`config.mk`:
```
export PLATFORM = sky130hd
export DESIGN_NAME = mem_stage_flat
export DESIGN_NICKNAME = d
export VERILOG_FILES = /design/src/rtl/mem_stage_if.sv /design/src/rtl/mem_stage.sv /design/src/flat_wrapper.sv
export SDC_FILE = /design/constraint.sdc
export NUM_CORES = 1
export LEC_CHECK = 0
export ABC_AREA = 1
export BUFFER_PORTS_ARGS = -buffer_cell sky130_fd_sc_hd__clkbuf_2
export CELL_PAD_IN_SITES_DETAIL_PLACEMENT = 1
export CELL_PAD_IN_SITES_GLOBAL_PLACEMENT = 2
export CORE_UTILIZATION = 26
export CTS_BUF_LIST = sky130_fd_sc_hd__clkbuf_8
export CTS_CLUSTER_SIZE = 10
export DETAILED_ROUTE_END_ITERATION = 6
export PLACE_DENSITY = 0.85
export SYNTH_ARGS = -nofsm -noshare
export SYNTH_HDL_FRONTEND = slang
export SYNTH_SLANG_ARGS = --single-unit
```
`constraint.sdc`:
```
create_clock -name clk -period 4.82 [get_ports clk]
set_input_delay 0.482 -clock clk [delete_from_list [all_inputs] [get_ports clk]]
set_output_delay 0.482 -clock clk [all_outputs]
set_load 0.05 [all_outputs]
```
`src/rtl/mem_stage_if.sv`:
```
// mem_stage_if: data-memory request/response bus between the MEM stage and the data memory.
// The MEM stage is the master; the memory (or a testbench model) is the slave.
interface mem_stage_if;
    logic        dmem_req;
    logic        dmem_we;
    logic [31:0] dmem_addr;
    logic [31:0] dmem_wdata;
    logic [3:0]  dmem_be;
    logic [31:0] dmem_rdata;
    logic        dmem_ready;

    modport master (
        output dmem_req, dmem_we, dmem_addr, dmem_wdata, dmem_be,
        input  dmem_rdata, dmem_ready
    );

    modport slave (
        input  dmem_req, dmem_we, dmem_addr, dmem_wdata, dmem_be,
        output dmem_rdata, dmem_ready
    );
endinterface

```
`src/rtl/mem_stage.sv`:
```
// mem_stage: pipeline MEM stage with a two-state IDLE/ACCESS memory FSM,
// little-endian byte enables, store-lane replication, load lane extraction
// with sign/zero extension, and a dmem_ready wait timeout (DMEM_TIMEOUT).
// Optional feature: define MEM_ALIGN_CHECK_EN to reject misaligned half/word
// accesses with an align_err pulse; otherwise misaligned addresses are
// force-aligned and align_err is tied low.
module mem_stage #(
    parameter int DMEM_TIMEOUT = 16
) (
    input  logic        clk,
    input  logic        rst,
    input  logic        ex_valid,
    input  logic        ex_memread,
    input  logic        ex_memwrite,
    input  logic        ex_unsigned,
    input  logic [1:0]  ex_size,
    input  logic [31:0] ex_addr,
    input  logic [31:0] ex_wdata,
    input  logic [4:0]  ex_write_reg,
    input  logic [1:0]  ex_control_wb,
    mem_stage_if.master bus,
    output logic [1:0]  control_wb_out,
    output logic [31:0] read_data_out,
    output logic [31:0] alu_result_out,
    output logic [4:0]  write_reg_out,
    output logic        stall,
    output logic        mem_err,
    output logic        align_err
);

    localparam int CW = $clog2(DMEM_TIMEOUT + 1);
    localparam logic [CW-1:0] LAST_WAIT = CW'(DMEM_TIMEOUT - 1);

    typedef enum logic {IDLE, ACCESS} state_t;

    state_t        state, next_state;
    logic [CW-1:0] wait_cnt;

    logic [31:0] addr_q, wdata_q;
    logic        we_q, unsigned_q;
    logic [1:0]  size_q, control_wb_q;
    logic [4:0]  write_reg_q;

    logic        mem_op, align_fault, start_access;
    logic        access_done, timeout, req;
    logic [1:0]  off;
    logic [3:0]  be;
    logic [31:0] wd, lane_data, load_data;

    assign mem_op = ex_valid && (ex_memread || ex_memwrite);

`ifdef MEM_ALIGN_CHECK_EN
    logic misaligned;
    assign misaligned  = (ex_size == 2'b01) ? ex_addr[0]
                                            : (ex_size[1] && (ex_addr[1:0] != 2'b00));
    assign align_fault = mem_op && misaligned;
`else
    assign align_fault = 1'b0;
`endif

    assign start_access = mem_op && !align_fault;

    // State register; reset aborts any access in flight
    always_ff @(posedge clk or posedge rst) begin
        if (rst) state <= IDLE;
        else     state <= next_state;
    end

    // Next state and handshake decode; dmem_ready only matters during ACCESS
    always_comb begin
        next_state  = state;
        stall       = 1'b0;
        req         = 1'b0;
        access_done = 1'b0;
        timeout     = 1'b0;
        case (state)
            IDLE: begin
                if (start_access) begin
                    stall      = 1'b1;
                    next_state = ACCESS;
                end
            end
            ACCESS: begin
                req   = 1'b1;
                stall = !bus.dmem_ready;
                if (bus.dmem_ready) begin
                    access_done = 1'b1;
                    next_state  = IDLE;
                end else if (wait_cnt == LAST_WAIT) begin
                    timeout    = 1'b1;
                    next_state = IDLE;
                end
            end
            default: next_state = IDLE;
        endcase
        if (rst) stall = 1'b0;
    end

    // Count ACCESS cycles spent waiting for dmem_ready; cleared otherwise
    always_ff @(posedge clk or posedge rst) begin
        if (rst)                                           wait_cnt <= '0;
        else if (state == ACCESS && !access_done && !timeout) wait_cnt <= wait_cnt + 1'b1;
        else                                               wait_cnt <= '0;
    end

    // Capture the memory op when it is accepted in IDLE
    always_ff @(posedge clk or posedge rst) begin
        if (rst) begin
            addr_q       <= '0;
            wdata_q      <= '0;
            we_q         <= 1'b0;
            unsigned_q   <= 1'b0;
            size_q       <= '0;
            control_wb_q <= '0;
            write_reg_q  <= '0;
        end else if (state == IDLE && start_access) begin
            addr_q       <= ex_addr;
            wdata_q      <= ex_wdata;
            we_q         <= ex_memwrite;
            unsigned_q   <= ex_unsigned;
            size_q       <= ex_size;
            control_wb_q <= ex_control_wb;
            write_reg_q  <= ex_write_reg;
        end
    end

    // Lane offset (force-aligned for half/word), byte enables and store replication
    always_comb begin
        off = addr_q[1:0];
        be  = 4'b0000;
        wd  = 32'd0;
        case (size_q)
            2'b00: begin
                be = 4'b0001 << off;
                wd = {4{wdata_q[7:0]}};
            end
            2'b01: begin
                off[0] = 1'b0;
                be     = 4'b0011 << {off[1], 1'b0};
                wd     = {2{wdata_q[15:0]}};
            end
            default: begin
                off = 2'b00;
                be  = 4'b1111;
                wd  = wdata_q;
            end
        endcase
    end

    // Select the addressed lane of the read word and extend it to 32 bits
    always_comb begin
        lane_data = bus.dmem_rdata >> {off, 3'b000};
        case (size_q)
            2'b00:   load_data = unsigned_q ? {24'd0, lane_data[7:0]}
                                            : {{24{lane_data[7]}}, lane_data[7:0]};
            2'b01:   load_data = unsigned_q ? {16'd0, lane_data[15:0]}
                                            : {{16{lane_data[15]}}, lane_data[15:0]};
            default: load_data = lane_data;
        endcase
    end

    assign bus.dmem_req   = req;
    assign bus.dmem_we    = req && we_q;
    assign bus.dmem_addr  = req ? {addr_q[31:2], 2'b00} : 32'd0;
    assign bus.dmem_be    = req ? be : 4'b0000;
    assign bus.dmem_wdata = (req && we_q) ? wd : 32'd0;

    // MEM/WB register: completed access, bubble on stall/fault, or pass-through op
    always_ff @(posedge clk or posedge rst) begin
        if (rst) begin
            control_wb_out <= '0;
            read_data_out  <= '0;
            alu_result_out <= '0;
            write_reg_out  <= '0;
        end else if (access_done) begin
            control_wb_out <= control_wb_q;
            read_data_out  <= we_q ? 32'd0 : load_data;
            alu_result_out <= addr_q;
            write_reg_out  <= write_reg_q;
        end else if (stall || timeout || align_fault) begin
            control_wb_out <= 2'b00;
        end else if (state == IDLE) begin
            control_wb_out <= ex_valid ? ex_control_wb : 2'b00;
            read_data_out  <= 32'd0;
            alu_result_out <= ex_addr;
            write_reg_out  <= ex_write_reg;
        end
    end

    // One-cycle error pulse when the wait for dmem_ready expires
    always_ff @(posedge clk or posedge rst) begin
        if (rst) mem_err <= 1'b0;
        else     mem_err <= timeout;
    end

`ifdef MEM_ALIGN_CHECK_EN
    // One-cycle pulse when a misaligned half/word op is rejected
    always_ff @(posedge clk or posedge rst) begin
        if (rst) align_err <= 1'b0;
        else     align_err <= (state == IDLE) && align_fault;
    end
`else
    assign align_err = 1'b0;
`endif

endmodule
```
`src/flat_wrapper.sv`:
```
// flat-port wrapper written by rule: the top's interface ports become plain ports
module mem_stage_flat 
#(
    parameter int DMEM_TIMEOUT = 16
)
  (clk, rst, ex_valid, ex_memread, ex_memwrite, ex_unsigned, ex_size, ex_addr, ex_wdata, ex_write_reg, ex_control_wb, control_wb_out, read_data_out, alu_result_out, write_reg_out, stall, mem_err, align_err, bus_dmem_req, bus_dmem_we, bus_dmem_addr, bus_dmem_wdata, bus_dmem_be, bus_dmem_rdata, bus_dmem_ready);
  mem_stage_if bus_i ();
  input  logic clk;
  input  logic rst;
  input  logic ex_valid;
  input  logic ex_memread;
  input  logic ex_memwrite;
  input  logic ex_unsigned;
  input  logic [1:0] ex_size;
  input  logic [31:0] ex_addr;
  input  logic [31:0] ex_wdata;
  input  logic [4:0] ex_write_reg;
  input  logic [1:0] ex_control_wb;
  output logic [1:0] control_wb_out;
  output logic [31:0] read_data_out;
  output logic [31:0] alu_result_out;
  output logic [4:0] write_reg_out;
  output logic stall;
  output logic mem_err;
  output logic align_err;
  output wire logic [$bits(bus_i.dmem_req)-1:0] bus_dmem_req;
  output wire logic [$bits(bus_i.dmem_we)-1:0] bus_dmem_we;
  output wire logic [$bits(bus_i.dmem_addr)-1:0] bus_dmem_addr;
  output wire logic [$bits(bus_i.dmem_wdata)-1:0] bus_dmem_wdata;
  output wire logic [$bits(bus_i.dmem_be)-1:0] bus_dmem_be;
  input wire logic [$bits(bus_i.dmem_rdata)-1:0] bus_dmem_rdata;
  input wire logic [$bits(bus_i.dmem_ready)-1:0] bus_dmem_ready;
  assign bus_dmem_req = bus_i.dmem_req;
  assign bus_dmem_we = bus_i.dmem_we;
  assign bus_dmem_addr = bus_i.dmem_addr;
  assign bus_dmem_wdata = bus_i.dmem_wdata;
  assign bus_dmem_be = bus_i.dmem_be;
  assign bus_i.dmem_rdata = bus_dmem_rdata;
  assign bus_i.dmem_ready = bus_dmem_ready;
  mem_stage #(.DMEM_TIMEOUT(DMEM_TIMEOUT)) u_core (.clk(clk), .rst(rst), .ex_valid(ex_valid), .ex_memread(ex_memread), .ex_memwrite(ex_memwrite), .ex_unsigned(ex_unsigned), .ex_size(ex_size), .ex_addr(ex_addr), .ex_wdata(ex_wdata), .ex_write_reg(ex_write_reg), .ex_control_wb(ex_control_wb), .bus(bus_i), .control_wb_out(control_wb_out), .read_data_out(read_data_out), .alu_result_out(alu_result_out), .write_reg_out(write_reg_out), .stall(stall), .mem_err(mem_err), .align_err(align_err));
endmodule
```
==> impl_metrics.yaml, run 1 <==
yosys:
  synth_cell_types: 31
  synth-xor-area-share_pct: 0
  synth_mux_area_share_pct: 0
  syn_area_per_cell_um2: 7.66
  yosys_register_bits: 153
  synth_cells: 981
  synth_area_um2: 7520
  yosysSeqAreaShare_pct: 50.9
  synth_compound_area_share_pct: 14.9
  synthAdderAreaFrac_pct: 0.333
  yosysWarnings: 0
  synth_top_family_by_area: "simple AND/OR/NAND/NOR gates"
  synth-simple-area-share_pct: 24.0
grt:
  grt_max_degree: 107
  overflow: 0
  grtUsageMet2_pct: 28.2
  grt_pass1_wl_um: 39100
  grt_pass1_vias: 7137
  antenna_found_initial: 1
  globalRoute.busiestLayer: "met2"
  grt_usage_pct: 17.2
  grt_util_met3_pct: 2.54
  met1_usage_pct: 22.5
sta:
  slew_headroom_pct: 24.7
  setup_viol: 0
  hold_viol_final: 0
  tightest_slew_ns: 1.13
  slew_violations: 0
  rsz0062_at_grt: "false"
  clock.fmax_mhz: 274
  post-route-min-period_ns: 3.65
  fin_skew_ns: 0.0236
  setup_tns_ns: 0
  layout_worst_path_cycle_share_pct: 75.8
  whs_ns: 0.0488
finish:
  area_growth_pct: 26.0
  final_cell_mix: "nand2_1 (350), clkbuf_2 (252), o21ai_0 (156)"
  fin_nets: 1318
  postLayoutCellArea_um2: 9470
  drive_gt1_share_pct: 27.1
  final_common_cell: "nand2_1"
worst_setup_path:
  r2r_slack_ns: 2.06
  cp-end-kind: "primary output"
  timing.critical_path.arrival_ns: 3.17
  r2r_end: "u_core.read_data_out[28]"
  critPathKind: "flip-flop to primary output"
  reg2regPathDepth: 8
  crit_path_start_kind: "flip-flop"
  rr_startpoint: "u_core.size_q[1]"
  cp.required_ns: 4.34
  crit_fanout: 19
drt:
  routedWlPerCell_um: 15.7
  routed_wl_um: 25100
  firstDrtPassIters: 4
  viasPerCell: 4.42
  drtAntennaViolNets: 0
  via_count: 7054
  drc: 0
  drt_iter0_drc: 350
cts:
  cts_made_buffers: 17
  ctsResizeCount: 0
  cts_root_buf: "clkbuf_8"
  postCtsHoldBufs: 0
  postCtsSetupRepairBufs: 0
  clock_latency_ns: 0.46
  clockBufferDepth: 2
  cts_tree: "built"
  htree_levels: 4
  path_clk_slew_ns: 0.10
  clkSinkCount: 153
die:
  die_area_um2: 29600
  coreArea_um2: 28100
  std_cell_rows: 61
  die_h_um: 172
  fp.dieW_um: 172
  io_pins: 256
  start_util_pct: 26.8
placed_design:
  io_buffers: 252
  place_congestion: 0.774
  dpl_cell_area_um2: 9040
  dp_hpwl_um: 17800
outcome:
  outcome: "completed"
worst_hold_path:
  hold_class: "input port to asynchronous set/reset pin"
pwr:
  vdd_drop_max_mv: 0.135
  power.leakage_nw: 5.38
  power.total_mw: 4.43
  powerDensity_nw_per_um2: 468
job:
  maxCapViolCount: 0
area by class of cell:
type	instances	area, um^2
inverters	116	439
multi-input cells	655	2970
diodes	2	5.00
flip-flops and latches	153	3830
repair buffers	261	1330
clock buffers	18	248
clock inverters	14	174
well taps	378	473
fillers	3590	18600
flip-flops by register name, indices dropped and copies added, names as in the netlist:
signal and flops:
u_core.write_reg_out 5, u_core.wdata_q 32, u_core.read_data_out 32, u_core.mem_err 1
u_core.state 1, u_core.alu_result_out 32, u_core.size_q 2, u_core.we_q 1
u_core.addr_q 32, u_core.wait_cnt 5, u_core.unsigned_q 1, u_core.control_wb_out 2
u_core.control_wb_q 2, u_core.write_reg_q 5
metal layers:
metal  wire (um)  vias up
met5           0        -
met3         813       34
met4         718        0
met2       12100      154
li1            -     3499
met1       11500     3367
worst max path at each step:
stage / endpoint / depth (start not counted) / slack, ns / from
2_1_floorplan: stall / 3 / 0.85 / rst
3_3_place_gp: bus_dmem_wdata[28] / 6 / 1.66 / u_core.state
3_5_place_dp: bus_dmem_wdata[28] / 6 / 1.55 / u_core.state
4_1_cts: bus_dmem_wdata[28] / 6 / 1.04 / u_core.state
5_1_grt: bus_dmem_wdata[28] / 6 / 0.89 / u_core.state
6_report: bus_dmem_wdata[28] / 6 / 1.17 / u_core.state
critical path: stages, from the launching register on:
cell	delay (ns)
dfrtp_1	0.79
nand2_1	0.59
inv_1	0.41
o21ai_0	0.19
o21ai_0	0.22
o221a_2	0.27
clkbuf_2	0.27
power breakdown:
group          internal (mW)  leakage (nW)  switching (mW)
Combinational          0.368          3.25            1.29
Sequential              1.53          1.93           0.178
Clock                  0.531         0.206           0.541
cells in the mapped netlist, drive strengths merged:
cell    count  area [um^2]
buf        30          195
conb        1         3.75
a31oi       2         12.5
nand2     366         1410
o21ai     169          865
clkinv      2         7.51
a21oi      16         80.1
o211ai      6         45.0
o221a       4         45.0
nor2       52          213
a211oi      5         37.5
clkbuf     29          109
dfrtp     153         3830
nand3      22          163
ha          2         25.0
o22ai       4         25.0
inv       114          428
nor3        3         15.0
o31ai       1         7.51
metrics by stage:
stage | setup WS [ns] | cells | utilization (%)
global route | 0.890 | 1596 | 33.7
floorplan | 0.846 | 983 | -
finish | 1.17 | 1597 | 33.7
detailed placement | 1.55 | 1563 | 32.2
global placement | 1.66 | 1563 | 32.2
CTS | 1.04 | 1595 | 33.7
cell families after synthesis:
family,count (synthesis)
AND/OR/NAND/NOR,443
AO/OA/AOI/OAI,207
other,1
adder cells (fa/ha/maj),2
flip-flops,153
buffers and inverters,175
Power figures use the tool's default switching activity.
==> inputs of run 2 (changes only) <==
--- a/config.mk
+++ b/config.mk
@@ -5,15 +5,15 @@
 export SDC_FILE = /design/constraint.sdc
 export NUM_CORES = 1
 export LEC_CHECK = 0
-export ABC_AREA = 1
+export ABC_AREA = 0
 export BUFFER_PORTS_ARGS = -buffer_cell sky130_fd_sc_hd__clkbuf_2
 export CELL_PAD_IN_SITES_DETAIL_PLACEMENT = 1
 export CELL_PAD_IN_SITES_GLOBAL_PLACEMENT = 2
-export CORE_UTILIZATION = 26
+export CORE_UTILIZATION = 32
 export CTS_BUF_LIST = sky130_fd_sc_hd__clkbuf_8
 export CTS_CLUSTER_SIZE = 10
 export DETAILED_ROUTE_END_ITERATION = 6
-export PLACE_DENSITY = 0.85
+export PLACE_DENSITY = 0.89
 export SYNTH_ARGS = -nofsm -noshare
 export SYNTH_HDL_FRONTEND = slang
 export SYNTH_SLANG_ARGS = --single-unit
==> constraint.sdc (replaced) <==
create_clock -name clk -period 3.8 [get_ports clk]
set_input_delay 0.38 -clock clk [delete_from_list [all_inputs] [get_ports clk]]
set_output_delay 0.38 -clock clk [all_outputs]
set_load 0.05 [all_outputs]
==> run 2 against run 1 <==
Compared with the run above: total power increased by 32%; synthesized cell count down 31%; critical path type unchanged; setup slack worse by 0.34 ns; sequential share of layout area is 0.69 points higher; critical path depth fell by 3; largest cell class unchanged.
==> impl_metrics.yaml, run 2 <==
sta:
  slew_headroom_pct: 44.8
  post-route-min-period_ns: 2.98
  rsz0062_at_grt: "false"
  setup_tns_ns: 0
  tightest_slew_ns: 0.825
  fin_skew_ns: 0.0114
  slew_violations: 0
  hold_viol_final: 0
  whs_ns: 0.149
  setup_viol: 0
  worst_slack_ns: 0.823
  clock.fmax_mhz: 336
  layout_worst_path_cycle_share_pct: 78.4
worst_setup_path:
  path_cells: "nand2_1 -> a21oi_1 -> clkbuf_2"
  rr_startpoint: "u_core.state"
  crit_fanout: 25
  reg2regPathDepth: 5
  cp-end-kind: "primary output"
  timing.critical_path.arrival_ns: 2.60
  cp_slowest_cell: "dfrtp_1"
  slowest_delay_ns: 0.79
  r2r_slack_ns: 1.39
  cp.required_ns: 3.42
  critPathTopFamily: "flip-flops"
  r2r_end: "u_core.write_reg_out[3]"
  worst-path-buf-inv: 1
  crit_path_start_kind: "flip-flop"
  critPathKind: "flip-flop to primary output"
die:
  io_pins: 256
  die_h_um: 153
  die_area_um2: 23500
  fp.dieW_um: 153
  std_cell_rows: 55
  coreArea_um2: 22600
  start_util_pct: 32.5
drt:
  routed_wl_um: 21600
  routedWlPerCell_um: 17.8
  firstDrtPassIters: 4
  via_count: 5868
  drtAntennaViolNets: 0
  viasPerCell: 4.85
  drt_iter0_drc: 232
  drc: 0
pwr:
  p_clk_share_pct: 25.1
  switching_share_pct: 42.0
  vdd_drop_max_mv: 0.230
  p_int_mw: 3.41
  power.total_mw: 5.87
  combPwrFrac_pct: 36.9
  powerDensity_nw_per_um2: 631
  p_sw_mw: 2.47
  power_frac_seq_pct: 37.9
  power.leakage_nw: 4.75
yosys:
  synthFlopType: "dfrtp_1"
  synth_area_um2: 7340
  yosys.cell_count.top_type: "dfrtp_1"
  synth_cell_types: 47
  synth_cells: 673
  synth.top_cells.by_area: "dfrtp_1 (52%), mux2_2 (11%), mux2i_1 (8.5%)"
  synth_common_cells: "dfrtp_1 (153), nand2_1 (102), mux2_2 (74)"
  synth_largest_area_cell: "dfrtp_1"
  yosys_register_bits: 153
  synth_top_area_share_pct: 52.2
  yosysWarnings: 0
  synth-edff-count: 0
  yosysSeqAreaShare_pct: 52.2
  async_flop_share_pct: 100
  syn_area_per_cell_um2: 10.9
cts:
  clockBufferDepth: 2
  cts_made_buffers: 17
  postCtsSetupRepairBufs: 0
  path_clk_slew_ns: 0.10
  ctsResizeCount: 0
  cts_tree: "built"
  clock_latency_ns: 0.45
  htree_levels: 4
  clkSinkCount: 153
  cts_root_buf: "clkbuf_8"
placed_design:
  dp_slack_ns: 1.23
  io_buffers: 252
  place_congestion: 0.766
  dp_hpwl_um: 15400
  dpl_cell_area_um2: 8830
  placed_cells: 1176
finish:
  postLayoutCellArea_um2: 9310
  final_common_cell: "clkbuf_2"
  final_cell_mix: "clkbuf_2 (252), dfrtp_1 (152), nand2_1 (101)"
  drive_gt1_share_pct: 41.9
  final_util_pct: 41.3
  fin_nets: 1025
  stdcell_count: 1210
  area_growth_pct: 26.9
worst_hold_path:
  hold_start: "ex_wdata[22]"
  hold_path_end: "u_core.wdata_q[22]"
  hold_class: "input port to flip-flop"
  min_path_cells: 2
grt:
  grt_pass1_vias: 6168
  antenna_found_initial: 1
  grt_usage_pct: 18.7
  grt_max_degree: 78
  overflow: 0
  grt_pass1_wl_um: 34300
outcome:
  outcome: "completed"
job:
  maxCapViolCount: 0
run 2: worst max-delay path by stage:
| stage | to | cells after the start | slack, ns | start |
|---|---|---|---|---|
| floorplan | u_core.control_wb_out[0] | 4 | 0.68 | rst |
| global placement | bus_dmem_wdata[15] | 3 | 1.33 | u_core.state |
| detailed placement | bus_dmem_wdata[13] | 3 | 1.23 | u_core.state |
| CTS | bus_dmem_wdata[13] | 3 | 0.71 | u_core.state |
| global route | bus_dmem_wdata[13] | 3 | 0.51 | u_core.state |
| finish | bus_dmem_wdata[13] | 3 | 0.82 | u_core.state |
run 2: layout make-up:
cell class | instances | area [um^2]
Clock buffer | 18 | 248
Inverter | 7 | 30.0
Tap cell | 285 | 357
Antenna cell | 1 | 2.50
Multi-Input combinational cell | 467 | 3250
Fill cell | 2611 | 13300
Sequential cell | 153 | 3830
Timing Repair Buffer | 265 | 1370
Clock inverter | 14 | 219
run 2: power by group through the flow:
| stage | combinational (mW) | sequential (mW) | clock, mW |
|---|---|---|---|
| finish | 2.17 | 2.23 | 1.48 |
| floorplan | 1.26 | 2.61 | 0 |
| global placement | 2.17 | 2.24 | 0 |
| detailed placement | 2.19 | 2.26 | 0 |
| global route | 2.31 | 2.28 | 1.59 |
| CTS | 2.20 | 2.23 | 1.53 |
run 2: worst register-to-register path, cell delays in order (launching register included):
cell and delay [ns]:
dfrtp_1 0.64, nand2b_1 0.34, or2_1 0.33, o21ai_4 0.15, buf_4 0.53, o21ai_0 0.27
run 2: cell families (layout without fill, tap and decap cells):
kind of cell	count (synthesis)	in the layout	share of synthesized area, %
xor gates and xnor gates	2	2	0.239
other	1	4	0.0511
and+or+nand+nor	220	220	14.2
buffers and inverters	55	304	3.77
muxes	139	139	20.7
adders and majority gates	2	2	0.341
AOI/OAI and AO/OA	101	101	8.51
DFF	153	153	52.2
run 2: layer usage:
metal | global-route usage [%] | vias up | wire length (um)
li1 | - | 2776 | -
met1 | 24.9 | 2907 | 10100
met2 | 30.2 | 163 | 10100
met3 | 3.83 | 22 | 952
met4 | 6.43 | 0 | 403
met5 | 0 | - | 0
run 2: repair_timing:
item / 4_1_cts / 5_1_grt
endpoints found under the setup margin: 0 / 0
endpoints found under the hold margin: 8 / 0
hold buffers: 1 / 0
